$ cat src/rtl/seq_detector_param.sv
// rtl/seq_detector_param.sv - parametrised serial bit-sequence detector with registered match pulse
// Define SEQ_DET_CNT_EN to build the saturating match counter; otherwise match_cnt is tied to 0.
module seq_detector_param #(
    parameter int                 PAT_LEN = 4,
    parameter logic [PAT_LEN-1:0] PATTERN = 4'b1011,
    parameter bit                 OVERLAP = 1'b1,
    parameter int                 CNT_W   = 8
) (
    input  logic                         clk,
    input  logic                         rst_n,
    input  logic                         clr,
    input  logic                         x,
    input  logic                         x_vld,
    output logic                         y,
    output logic [$clog2(PAT_LEN+1)-1:0] fill,
    output logic [CNT_W-1:0]             match_cnt
);
    localparam int                FILL_W = $clog2(PAT_LEN+1);
    localparam logic [FILL_W-1:0] FULL   = FILL_W'(PAT_LEN);

    logic [PAT_LEN-1:0] hist_q;
    logic [PAT_LEN-1:0] hist_d;
    logic [FILL_W-1:0]  fill_q;
    logic [FILL_W-1:0]  fill_d;
    logic               y_q;
    logic               y_d;
    logic [PAT_LEN-1:0] hist_shift;
    logic [FILL_W-1:0]  fill_inc;
    logic               hit;

    always_ff @(posedge clk or negedge rst_n) begin
        if (!rst_n) begin
            hist_q <= '0;
            fill_q <= '0;
            y_q    <= 1'b0;
        end else begin
            hist_q <= hist_d;
            fill_q <= fill_d;
            y_q    <= y_d;
        end
    end

    // A match needs a full history so an all-zero pattern cannot fire out of reset.
    always_comb begin
        hist_shift = {hist_q[PAT_LEN-2:0], x};
        fill_inc   = (fill_q == FULL) ? fill_q : fill_q + FILL_W'(1);
        hit        = (fill_inc == FULL) && (hist_shift == PATTERN);
        hist_d     = hist_q;
        fill_d     = fill_q;
        y_d        = 1'b0;
        if (clr) begin
            hist_d = '0;
            fill_d = '0;
        end else if (x_vld) begin
            hist_d = hist_shift;
            fill_d = (hit && !OVERLAP) ? '0 : fill_inc;
            y_d    = hit;
        end
    end

    always_comb begin
        y    = y_q;
        fill = fill_q;
    end

`ifdef SEQ_DET_CNT_EN
    logic [CNT_W-1:0] cnt_q;

    always_ff @(posedge clk or negedge rst_n) begin
        if (!rst_n) begin
            cnt_q <= '0;
        end else if (clr) begin
            cnt_q <= '0;
        end else if (y_d && (cnt_q != {CNT_W{1'b1}})) begin
            cnt_q <= cnt_q + CNT_W'(1);
        end
    end

    assign match_cnt = cnt_q;
`else
    assign match_cnt = '0;
`endif

endmodule
$ cat config.mk
export PLATFORM = sky130hd
export DESIGN_NAME = seq_detector_param
export DESIGN_NICKNAME = d
export VERILOG_FILES = /design/src/rtl/seq_detector_param.sv
export SDC_FILE = /design/constraint.sdc
export NUM_CORES = 1
export LEC_CHECK = 0
export ABC_AREA = 0
export CORE_AREA = 4 4 41 43
export CTS_CLUSTER_DIAMETER = 30
export DETAILED_ROUTE_END_ITERATION = 8
export DIE_AREA = 0 0 45 47
export HOLD_SLACK_MARGIN = 0.06
export PLACE_DENSITY = 0.63
export SYNTH_ARGS = -nofsm -noshare
export SYNTH_HDL_FRONTEND = slang
export SYNTH_SLANG_ARGS = --single-unit
$ cat constraint.sdc
create_clock -name clk -period 2.09 [get_ports clk]
set_input_delay 0.418 -clock clk [delete_from_list [all_inputs] [get_ports clk]]
set_output_delay 0.418 -clock clk [all_outputs]
set_load 0.02 [all_outputs]
Word level (Yosys, flattened, before mapping)
Cells that the tools add are included.
Word-level totals
  bits of input ports: 5
  output and inout bits: 12
  flip-flop bits (word level): 7
  logic and storage cells: 16
Operators by class
  reductions and logical operators: 2
  $add $sub $neg: 1
  multiplexer cells: 7
  equality and inequality tests: 3
Operator list (number)
  $mux 3: 5
  $eq 3x3->1 const B: 2
  $eq 4x4->1 const B: 1
  $add 3x1->3 const B: 1
  $mux 1: 2
  $reduce_bool 2->1: 1
  $logic_and 1x1->1: 1

Depth between registers and ports, before layout
Gate-level depths: netlist of run 1.
  word-level depth: 6
  gate-level depth with buffers: 5
  gate-level depth less buffers: 5

Least setup slack after synthesis of run 1
OpenSTA, ideal clock, no wires.
  path kind: reg-to-reg
  start point: reg fill_q[0], in the netlist fill[0]
  end point: reg y_q, in the netlist y
  data required time: 2010 ps
  slack: 786 ps
  library setup time: 80 ps
  cell stages (with the launch flop): 5
  arrival time: 1224 ps
  path buffers: 0
  period minus slack after synthesis: 1304 ps
  cells stage by stage: dfrtp_1 > inv_1 > ha_1 > nand4b_1 > nor3_2
Between the ends
  longest elaborated chain between the ends: 6
  elaborated cells on any way between the ends: 7
  classes of those cells: 1 x add/sub; 2 x eq/ne; 3 x mux; 1 x reduce/logical
RTL lines
  start, declared: line 23  | logic [FILL_W-1:0] fill_q;
  start signal, assigned: line 38  | fill_q <= fill_d;
  $add 3x1->3 or $eq 3x3->1 (tied branches): line 46  | fill_inc = (fill_q == FULL) ? fill_q : fill_q + FILL_W'(1);
  $mux 3 (*): line 46
  $eq 3x3->1 (*): line 47  | hit = (fill_inc == FULL) && (hist_shift == PATTERN);
  $logic_and 1x1->1 (*): line 47
  $mux 1 (*): line 54  | end else if (x_vld) begin
  $mux 1 (*): line 51  | if (clr) begin
  net y_d: line 26  | logic y_d;
  end signal, assigned: line 39  | y_q <= y_d;
  end, declared: line 25  | logic y_q;
The timed path passes the listed nets; every way through them passes the cells marked *.
A chain may end at the register's enable or synchronous reset.

Final worst setup path of run 1
  start point: reg fill_q[2], in the netlist fill[2]
  end point: out fill[2]
RTL lines
  end, declared: line 15  | output logic [$clog2(PAT_LEN+1)-1:0] fill,
No word-level cell between the ends.

==> out/qor.txt, run 1 <==
post-synthesis sequential area ratio - 40.3%
Die W - 45 um
crit-path max FO - 7
Placer Congestion - 0.705
VDD IR-drop max - 0.000240 V
average cell area after synthesis - 10.3 um2
dpl hpwl - 541 um
via count - 301
Setup-failing EPs final - 0
commonest non-fill, non-tap cells in the layout - 8 x conb_1, 8 x clkdlybuf4s50_1, 7 x dfrtp_1
die height - 47 um
met1 WL - 297 um
met3 WL post-DR - 78 um
Yosys reg bits - 7
Leak - 0.254 nW
critical path startpoint category - flip-flop
Pre-antenna DRT Iters - 2
IO Count - 17
Hold-fix buffers, CTS - 0
Worst Path Buf+Inv - 1
CTS sink cnt - 7
Yosys top cell area share - 40.3%
critical path's top delay family - buffers and inverters
HP Class - in -> async
top cells by area, synth - dfrtp_1 40%, buf_4 14%, mux2i_1 9.2%, ha_1 5.8%, nor2_1 4.3%
Rows - 13
TNS Setup - 0 ps
area of the multi-input gates - 206 um2
Yosys cell types - 18
total CTS buffers - 3
fin crit share - 83.0%
Worst-path clk slew - 60 ps
post-route cell area - 523 um2
CP max stage delay - 630 ps
CTS tree - yes
die area - 0.00212 mm2
Clock Path Buffers - 2
Worst Path Arrival - 1320 ps
WL per Instance - 10.2 um
final hold vios - 0
CP max-delay cell - clkdlybuf4s50_1
GR Util All Layers - 9.07%
antenna violations before repair - 0
Cell Chain, Critical Path - clkdlybuf4s50_1
fmax - 577 MHz
Final Critical Period - 1730 ps
origin of the critical flop-to-flop path - fill[0]
synth warn - 0
Met2 Wirelength - 291 um
post-synthesis cell count - 42
drt total wl - 696 um
worst reg-to-reg path cell count - 4
RSZ-0062 raised after global routing - no
pwr dens - 664 mW/mm2
cts repair resizes - 0
Reg2Reg Setup Slack - 860 ps
nets - 61
leading area contributor after synthesis - dfrtp_1
run status - finished clean
ratio of cells with drive above 1 in the final layout - 13.2%
FF/Latch Area - 175 um2
gr ovfl total - 0
Detailed Route Iter0 Violations - 2
PortBufs - 8
diode count - 0
H-tree depth - 1
Setup Crit Path Kind - reg -> out
Clock Skew - 9.05 ps
Layout area overhead - 20.5%
clock latency at the later pin of the worst-skew pair - 260 ps
Fill cells - 136
worst r2r dst - y
CTS root buffer - clkbuf_4
Max Cap Viol - 0
Mapped Area - 434 um2
WP data required - 1670 ps
starting density of the core - 33.4%
number of buffers added for setup after CTS - 0
ANT nets after route - 0
largest net degree at the start of global routing - 9
core area - 0.00130 mm2
residual DRC count - 0
placed inst area - 495 um2
Pins Over Slew Limit - 0
nature of the critical path endpoint - output port
first-pass GRT wire length - 1200 um
DR top layer - met4
vias in the first global route - 276
routed vias/inst - 4.43
worst max-delay path by stage:
stage / startpoint / endpoint / cells past startpoint
3_5_place_dp: x_vld / y / 4
4_1_cts: fill[2] / fill[2] / 1
3_3_place_gp: x_vld / y / 4
2_1_floorplan: fill[0] / y / 4
6_report: fill[2] / fill[2] / 1
5_1_grt: fill[2] / fill[2] / 1
state kept, by name, indices dropped and copies added, names as in the netlist:
name	count
hist_q	3
fill	3
y	1
cell families after synthesis:
logic type / after synthesis / synth area share, %
muxes: 4 / 9.22
AOI/OAI and AO/OA: 3 / 4.04
adders and majority gates: 2 / 5.76
DFF: 7 / 40.3
xor gates and xnor gates: 1 / 2.02
other: 1 / 0.864
and+or+nand+nor: 13 / 19.6
buffers and inverters: 11 / 18.2
per-layer routing:
metal	up-vias	track usage, %
li1	146	-
met1	135	9.98
met2	15	11.3
met3	5	6.13
met4	0	8.77
met5	-	0
layout make-up:
type                    count  area share, %
multi-input cells          31           39.5
flip-flops and latches      7           33.5
repair buffers              9           16.7
clock buffers               3           4.31
well taps                  15           3.59
inverters                   2           1.44
clock inverters             1          0.957
cells in the mapped netlist:
| library cell | n |
|---|---|
| a21boi_1 | 1 |
| mux2i_1 | 4 |
| nor3b_1 | 1 |
| nor3_1 | 2 |
| inv_1 | 2 |
| ha_1 | 2 |
| and4b_2 | 1 |
| and4bb_1 | 1 |
| nor3_2 | 1 |
| buf_6 | 1 |
| dfrtp_1 | 7 |
| buf_4 | 8 |
| xnor2_1 | 1 |
| conb_1 | 1 |
| nand4b_1 | 1 |
| nor2b_1 | 1 |
| nor2_1 | 5 |
| a21oi_1 | 2 |
power by group:
| part | switching (mW) | internal, mW |
|---|---|---|
| combinational | 0.0411 | 0.0305 |
| sequential | 0.00693 | 0.142 |
| clock | 0.0564 | 0.0703 |
metrics by stage:
stage               power [mW]  std cells  hold slack [ps]  worst slack, ps  util, %
finish                   0.347         68              415              356     40.2
global route             0.373         68              421              270     40.2
CTS                      0.353         68              422              336     40.2
detailed placement       0.223         64              514              371     38.1
global placement         0.222         64              506              388     38.1
floorplan                0.209         49              122              786        -
(Power assumes the default switching activity.)
==> inputs of run 2 (changes only) <==
--- a/config.mk
+++ b/config.mk
@@ -11,7 +11,7 @@
 export DETAILED_ROUTE_END_ITERATION = 8
 export DIE_AREA = 0 0 45 47
 export HOLD_SLACK_MARGIN = 0.06
-export PLACE_DENSITY = 0.63
+export PLACE_DENSITY = 0.65
 export SYNTH_ARGS = -nofsm -noshare
 export SYNTH_HDL_FRONTEND = slang
 export SYNTH_SLANG_ARGS = --single-unit
==> constraint.sdc (replaced) <==
create_clock -name clk -period 1.5 [get_ports clk]
set_input_delay 0.3 -clock clk [delete_from_list [all_inputs] [get_ports clk]]
set_output_delay 0.3 -clock clk [all_outputs]
set_load 0.02 [all_outputs]
==> run 2 against run 1 <==
Utilization increased by 1.2 points. Die area unchanged. Highest routed layer is now met3. Power increased by 36%. Critical path depth unchanged. Global-route usage decreased by 0.95 points. Via count decreased by 2.7%. Cell count increased by 2.9%. First-iteration DRC count decreased by 50%. Largest power group unchanged. Non-clock buffer count increased by 2.
==> out/qor.txt, run 2 (synthesis gave the netlist of run 1 again) <==
routed vias/inst - 4.19
worst r2r dst - y
Worst-path clk slew - 50 ps
Pins Over Slew Limit - 0
CTS root buffer - clkbuf_4
pwr dens - 880 mW/mm2
vias in the first global route - 269
worst reg-to-reg path cell count - 4
WP data required - 1200 ps
nature of the critical path endpoint - output port
ratio of cells with drive above 1 in the final layout - 16.4%
CP max-delay cell - clkdlybuf4s50_1
Worst Path Arrival - 1150 ps
nets - 63
post-route cell area - 538 um2
Die W - 45 um
Setup-failing EPs final - 0
Worst Path Buf+Inv - 1
run status - finished clean
number of buffers added for setup after CTS - 0
die area - 0.00212 mm2
origin of the critical flop-to-flop path - fill[0]
Clock Path Buffers - 2
core area - 0.00130 mm2
total CTS buffers - 3
commonest non-fill, non-tap cell in the layout - conb_1
diode count - 0
CP Launch Point - y
critical path's top delay family - buffers and inverters
Clock Skew - 2.43 ps
starting density of the core - 33.4%
Layout area overhead - 23.9%
via count - 293
CP max stage delay - 590 ps
critical path startpoint category - flip-flop
commonest non-fill, non-tap cells in the layout - 8 x conb_1, 7 x dfrtp_1, 5 x nor2_1, 5 x clkdlybuf4s50_1, 4 x mux2i_1
TNS Setup - 0 ps
final cell utilization of the core - 41.3%
CTS tree - yes
GR Util All Layers - 8.11%
Detailed Route Iter0 Violations - 1
PortBufs - 8
Fill cells - 138
Pre-antenna DRT Iters - 2
CP Depth - 1
clock latency at the later pin of the worst-skew pair - 250 ps
Setup Crit Path Kind - reg -> out
final hold vios - 0
IO Count - 17
ANT nets after route - 0
VDD IR-drop max - 0.000733 V
Placer Congestion - 0.766
RSZ-0062 raised after global routing - no
Reg2Reg Setup Slack - 260 ps
last element of the critical path - y
Max Cap Viol - 0
Leak - 0.290 nW
worst hold slack - 310 ps
largest net degree at the start of global routing - 8
fin crit share - 96.7%
fmax - 689 MHz
HP Class - in -> async
WL per Instance - 9.84 um
antenna violations before repair - 0
Final Critical Period - 1450 ps
Post-Place Setup Slack - 89.4 ps
first-pass GRT wire length - 1150 um
residual DRC count - 0
drt total wl - 689 um
crit-path max FO - 1
placed inst area - 510 um2
gr ovfl total - 0
dpl hpwl - 583 um
Rows - 13
final worst slack - 49.4 ps
die height - 47 um
Cell Chain, Critical Path - clkdlybuf4s50_1
CTS sink cnt - 7
H-tree depth - 1
-- run 2: what timing repair did --
item                                    CTS  global route
endpoints found under the hold margin     0             0
endpoints found under the setup margin    2             1
hold buffers                              0             0
gates resized for setup                   2             1
gates cloned                              0             0
-- run 2: layout make-up --
class / count / area [um2] / area share (%)
inverter: 2 / 7.51 / 1.40
clock buffer: 3 / 22.5 / 4.19
timing repair buffer: 11 / 103 / 19.1
sequential: 7 / 175 / 32.6
clock inverter: 1 / 5.00 / 0.930
multi-input combinational: 31 / 206 / 38.4
tap: 15 / 18.8 / 3.49
-- run 2: worst min path at each step --
stage | startpoint | endpoint | cells past startpoint
after detailed placement | hist_q[2] | hist_q[2] | 2
after floorplan | rst_n | fill[0] | 0
after global placement | hist_q[2] | hist_q[2] | 2
after CTS | rst_n | hist_q[0] | 1
final | rst_n | fill[1] | 1
after global routing | rst_n | hist_q[0] | 1
-- run 2: report_power, final --
group | total [mW] | internal (mW) | leakage [nW] | switching, mW
Combinational | 0.0994 | 0.0409 | 0.177 | 0.0585
Clock | 0.168 | 0.0973 | 0.0177 | 0.0703
Sequential | 0.206 | 0.198 | 0.0953 | 0.00871
-- run 2: through the flow --
stage / total power [mW] / cells
6_report: 0.473 / 70
3_3_place_gp: 0.312 / 66
2_1_floorplan: 0.291 / 49
5_1_grt: 0.511 / 70
4_1_cts: 0.485 / 70
3_5_place_dp: 0.314 / 66
-- run 2: metal layers --
| metal | global-route usage, % | up-vias | part of all wire, % |
|---|---|---|---|
| met5 | 0 | - | 0 |
| met3 | 8.05 | 0 | 11 |
| li1 | - | 150 | - |
| met4 | 1.75 | 0 | 0 |
| met1 | 8.12 | 134 | 37 |
| met2 | 12.1 | 9 | 51 |
